===== config.mk =====
export PLATFORM = sky130hd
export DESIGN_NAME = fifo_wr_arbiter
export DESIGN_NICKNAME = d
export VERILOG_FILES = /design/src/rtl/fifo_arb_pkg.sv /design/src/rtl/rr_arbiter.sv /design/src/rtl/fifo_wr_arbiter.sv
export SDC_FILE = /design/constraint.sdc
export NUM_CORES = 1
export LEC_CHECK = 0
export CAP_MARGIN = 20
export CORE_ASPECT_RATIO = 0.75
export CORE_MARGIN = 2
export CORE_UTILIZATION = 54
export CTS_CLUSTER_DIAMETER = 40
export CTS_CLUSTER_SIZE = 24
export DETAILED_ROUTE_END_ITERATION = 10
export DONT_BUFFER_PORTS = 1
export PLACE_DENSITY = 0.76
export RECOVER_POWER = 25
export SLEW_MARGIN = 15
export SYNTH_ARGS = -nofsm -noshare
export SYNTH_HDL_FRONTEND = slang
export SYNTH_SLANG_ARGS = --single-unit

===== constraint.sdc =====
create_clock -name tx_clk -period 5.26 [get_ports tx_clk]
set_input_delay 0.789 -clock tx_clk [delete_from_list [all_inputs] [get_ports tx_clk]]
set_output_delay 0.789 -clock tx_clk [all_outputs]
set_load 0.01 [all_outputs]

===== src/rtl/fifo_arb_pkg.sv =====
// Shared definitions for the FIFO write-port arbiter: FSM state encoding,
// default sizing constants and a small sizing helper.
package fifo_arb_pkg;

    localparam int NUM_REQ_DEF    = 4;
    localparam int DATA_WIDTH_DEF = 8;
    localparam int MAX_BURST_DEF  = 4;

    typedef enum logic [0:0] {
        IDLE  = 1'b0,
        GRANT = 1'b1
    } arb_state_t;

    // Width of an index into a requester vector; never narrower than 1 bit.
    function automatic int ptr_width(input int n);
        return (n > 1) ? $clog2(n) : 1;
    endfunction

endpackage


===== src/rtl/rr_arbiter.sv =====
// Combinational round-robin pick: the search starts one position after
// rr_ptr and wraps, so the previous owner has the lowest priority.
module rr_arbiter
    import fifo_arb_pkg::*;
#(
    parameter int NUM_REQ = NUM_REQ_DEF,
    parameter int PTR_W   = ptr_width(NUM_REQ)
) (
    input  logic [NUM_REQ-1:0] req,
    input  logic [PTR_W-1:0]   rr_ptr,
    output logic [NUM_REQ-1:0] grant
);

    // One spare bit so rr_ptr + k (k up to NUM_REQ) cannot overflow before the wrap.
    localparam int SH_W = PTR_W + 1;

    logic [SH_W-1:0]  sum;
    logic [PTR_W-1:0] idx;
    logic             found;

    // Walk candidates in priority order and keep the first one that is requesting.
    always_comb begin
        grant = '0;
        found = 1'b0;
        sum   = '0;
        idx   = '0;
        for (int k = 1; k <= NUM_REQ; k++) begin
            sum = {1'b0, rr_ptr} + SH_W'(k);
            if (sum >= SH_W'(NUM_REQ)) begin
                sum = sum - SH_W'(NUM_REQ);
            end
            idx = sum[PTR_W-1:0];
            if (!found && req[idx]) begin
                grant[idx] = 1'b1;
                found      = 1'b1;
            end
        end
    end

endmodule


===== src/rtl/fifo_wr_arbiter.sv =====
// Shares one FIFO write port among NUM_REQ requesters. An owner is picked
// round-robin in IDLE and keeps the port for a whole burst (ended by its last
// flag or by the MAX_BURST cap, legal range 1..16); a single IDLE cycle always
// separates consecutive grants. The FIFO full flag only stalls, never preempts.
module fifo_wr_arbiter
    import fifo_arb_pkg::*;
#(
    parameter int NUM_REQ    = NUM_REQ_DEF,
    parameter int DATA_WIDTH = DATA_WIDTH_DEF,
    parameter int MAX_BURST  = MAX_BURST_DEF
) (
    input  logic                          tx_clk,
    input  logic                          tx_rst_n,
    input  logic [NUM_REQ-1:0]            req_valid_i,
    input  logic [NUM_REQ-1:0]            req_last_i,
    input  logic [NUM_REQ*DATA_WIDTH-1:0] req_data_i,
    output logic [NUM_REQ-1:0]            req_ready_o,
    input  logic                          fifo_full_i,
    output logic                          wr_en_o,
    output logic [DATA_WIDTH-1:0]         tx_data_o,
    output logic [NUM_REQ-1:0]            grant_o,
    output logic                          busy_o
);

    localparam int PTR_W = ptr_width(NUM_REQ);
    // Five bits cover beat indices up to 15, the largest legal cap minus one.
    localparam int CNT_W = 5;
    localparam logic [CNT_W-1:0] LAST_BEAT = CNT_W'(MAX_BURST - 1);

    arb_state_t             state;
    logic [NUM_REQ-1:0]     owner;
    logic [PTR_W-1:0]       owner_idx;
    logic [PTR_W-1:0]       rr_ptr;
    logic [CNT_W-1:0]       beat_cnt;

    logic [NUM_REQ-1:0]     arb_grant;
    logic [PTR_W-1:0]       win_idx;
    logic                   in_grant;
    logic                   transfer;
    logic                   last_hit;
    logic                   burst_done;
    logic [DATA_WIDTH-1:0]  owner_data;

    rr_arbiter #(
        .NUM_REQ (NUM_REQ),
        .PTR_W   (PTR_W)
    ) u_rr_arbiter (
        .req    (req_valid_i),
        .rr_ptr (rr_ptr),
        .grant  (arb_grant)
    );

    // Encode the one-hot winner so it can become the next round-robin pointer.
    always_comb begin
        win_idx = '0;
        for (int i = 0; i < NUM_REQ; i++) begin
            if (arb_grant[i]) begin
                win_idx = PTR_W'(i);
            end
        end
    end

    // Handshake and data path; everything is forced quiet while reset is held.
    always_comb begin
        in_grant    = tx_rst_n && (state == GRANT);
        req_ready_o = in_grant ? (owner & {NUM_REQ{~fifo_full_i}}) : '0;
        transfer    = |(req_valid_i & req_ready_o);
        last_hit    = |(req_last_i & owner);
        burst_done  = transfer && (last_hit || (beat_cnt == LAST_BEAT));
        owner_data  = '0;
        for (int i = 0; i < NUM_REQ; i++) begin
            if (owner[i]) begin
                owner_data = owner_data | req_data_i[i*DATA_WIDTH +: DATA_WIDTH];
            end
        end
    end

    assign wr_en_o   = transfer;
    assign tx_data_o = in_grant ? owner_data : '0;
    assign grant_o   = owner;
    assign busy_o    = (state == GRANT);

    // Arbitration FSM: latch a winner in IDLE, count beats in GRANT, release on burst end.
    always_ff @(posedge tx_clk) begin
        if (!tx_rst_n) begin
            state     <= IDLE;
            owner     <= '0;
            owner_idx <= '0;
            rr_ptr    <= PTR_W'(NUM_REQ - 1);
            beat_cnt  <= '0;
        end else begin
            case (state)
                IDLE: begin
                    if (|req_valid_i) begin
                        state     <= GRANT;
                        owner     <= arb_grant;
                        owner_idx <= win_idx;
                        beat_cnt  <= '0;
                    end
                end
                GRANT: begin
                    if (burst_done) begin
                        state    <= IDLE;
                        owner    <= '0;
                        rr_ptr   <= owner_idx;
                        beat_cnt <= '0;
                    end else if (transfer) begin
                        beat_cnt <= beat_cnt + CNT_W'(1);
                    end
                end
                default: begin
                    state <= IDLE;
                end
            endcase
        end
    end

endmodule

==> flow_summary.toml <==
[logic_synthesis]
ys_warn_count = 0
synth_edf_count = 0
synth_top_area_share_pct = 21.3
synthCells = 163
synth-seq-cells = 14
yosysUniqueCellTypes = 51
synth_area_mm2 = 0.00132
avgSynthCellArea_um2 = 8.07
syn-num-nets = 215
async_flop_share_pct = 0
seq_area_frac_synth_pct = 21.3
synth_area_leaders = "dfxtp_1, a22oi_1, ha_1"
yosysTopAreaCell = "dfxtp_1"
synthFlopType = "dfxtp_1"

[route]
drc_errors = 0
drtIter0Drc = 58
wl_met2_mm = 1.58
drt-met1-wl_mm = 1.52
ant_nets = 0
post_drt_via_cell_ratio = 6.79
wire_per_inst_um = 17.5
wl_mm = 3.38
highest_layer = "met4"
routed-wl-met3_um = 256
dr_total_vias = 1311
firstDrtPassIters = 4

[timing]
clock.fmax_mhz = 337
hold_viol_final = 0
min_period_ns = 2.97
min_period_over_period_pct = 56.4
relSlewSlack_pct = 21.6
setup_viol = 0
skew_ns = 0.00393
worstMarginPinSlew_ns = 1.17
finalSetupTns_ns = 0
fin_ws_ns = 2.29
slew_violations = 0
rsz0062_at_grt = "false"

[grt]
grt_overflow = 0
antenna_found_initial = 0
grt_max_degree = 20
grt_pass1_wl_mm = 5.00
grtUsageTotal_pct = 23.8
grt_pass1_vias = 1138

[clocking]
cts_hold_buffers = 0
clk_pin_slew_ns = 0.09
cts-root-buf = "clkbuf_4"
cts_resized = 0
postCtsSetupRepairBufs = 0
cts_buffers = 3
htreeDepth = 1
clockBufferDepth = 2
cts_tree = "built"
clock-sinks = 14
insertion_delay_ns = 0.28

[placement]
preCtsSetupSlack_ns = 2.33
placed_area_mm2 = 0.00132
dpl.hpwl_mm = 2.53
port_buffers = 0
gp_congestion = 0.892

[power_and_ir_drop]
power_w = 0.000268
powerDensity_mw_per_mm2 = 200
ir_drop_mv = 0.114
p_leak_nw = 0.500

[min_path]
whs_path_depth = 2
hp-start = "owner_idx[0]"
min_path_type = "register to register"
whs_endpoint = "rr_ptr[0]"

[die]
io_pins = 61
start_util_pct = 57.0
dieHeight_um = 46.7
rows = 15
die_area_mm2 = 0.00285
core_area_mm2 = 0.00231
die_x_um = 61.0

[outcome]
outcome = "finished, final reports clean"

[worst_setup_path]
critPathLaunchType = "register"
end_kind = "register"
required_ns = 5.41
reg2regPathDepth = 6
crit_type = "register to register"
crit_fanout = 19
reg2reg_from = "rr_ptr[0]"
rrSetupSlack_ns = 2.29
r2r_end = "owner_idx[1]"
critPathArrivalTime_ns = 3.12

[run]
max_cap_violations = 0

[final_layout]
nFillCells = 207
drive_above_1_share_pct = 5.66
nNetsFinal = 212
final_util_pct = 58.0
n_antenna_cell = 0
final_cell_area_mm2 = 0.00134
area_delta_synth_final_pct = 1.81
[metal layers]
layer	vias up	track usage, %
li1	625	-
met1	617	32.3
met2	65	39.6
met3	4	6.34
met4	0	3.04
met5	-	0
[synth_stat cells (all sizes together) (2+ instances only)]
library cell,n
a22oi,22
dfxtp,14
nand2,11
a21oi,10
ha,9
nor2,7
o21ai,7
inv,6
and2,5
nand3,5
and3,4
buf,4
clkbuf,4
mux2i,4
nor2b,4
nand2b,3
nor3,3
o22ai,3
a2111oi,2
a211oi,2
a21o,2
a31oi,2
mux2,2
nand3b,2
nand4,2
o211ai,2
or3,2
[how the worst max path moves through the flow]
stage | depth (start not counted) | slack (ns) | end | startpoint
3_5_place_dp | 6 | 2.33 | owner_idx[1] | rr_ptr[0]
4_1_cts | 6 | 2.31 | owner_idx[1] | rr_ptr[0]
2_1_floorplan | 8 | 2.68 | grant_o[1] | rr_ptr[0]
6_report | 6 | 2.29 | owner_idx[1] | rr_ptr[0]
3_3_place_gp | 6 | 2.47 | owner_idx[1] | rr_ptr[0]
5_1_grt | 6 | 2.05 | owner_idx[1] | rr_ptr[0]
[logic make-up after synthesis]
family                   Yosys count  synth area share [%]
AO/OA/AOI/OAI                     64                  35.4
XOR/XNOR                           1                 0.666
AND/OR/NAND/NOR                   54                  22.6
adder cells (fa/ha/maj)            9                  8.56
buffers and inverters             14                  4.95
multiplexers                       7                  6.47
flip-flops                        14                  21.3
[worst max-delay path, stage by stage (launching register included)]
cell,delay [ns]
dfxtp_1,0.70
inv_1,0.26
ha_1,0.44
mux4_2,0.61
a2111oi_0,0.40
a2bb2oi_1,0.31
a31oi_1,0.11
[stage by stage]
stage | instances | hold WS, ns
after floorplan | 163 | 0.465
after global placement | 189 | 0.482
after detailed placement | 189 | 0.509
after CTS | 193 | 0.515
after global routing | 193 | 0.543
final | 193 | 0.514
[cell usage in the layout, fill, tap and decap left out, types with 4 or more instances in the layout]
master / count
a22oi_1: 22
dfxtp_1: 14
nand2_1: 11
a21oi_1: 10
ha_1: 9
nor2_1: 7
o21ai_0: 7
inv_1: 6
and2_1: 5
nand3_1: 5
mux2i_1: 4
nor2b_1: 4
and3_1: 4
[flip-flops by register name (all words and copies together) (netlist names)]
register   count
beat_cnt       5
busy_o         1
owner_idx      2
rr_ptr         2
grant_o        4
[cell type report]
class / instances / area [um2] / share of cell area [%]
well taps: 34 / 42.5 / 3.18
multi-input cells: 135 / 957 / 71.5
inverters: 6 / 22.5 / 1.68
flip-flops and latches: 14 / 280 / 20.9
clock buffers: 4 / 36.3 / 2.71
[power breakdown]
group	internal [W]	total, W	switching [W]
clock network	0.0000421	0.0000779	0.0000358
logic	0.0000251	0.0000589	0.0000338
registers	0.000113	0.000131	0.0000182
total	0.000180	0.000268	0.0000878
Note: power is estimated with default switching activity, not from simulation.
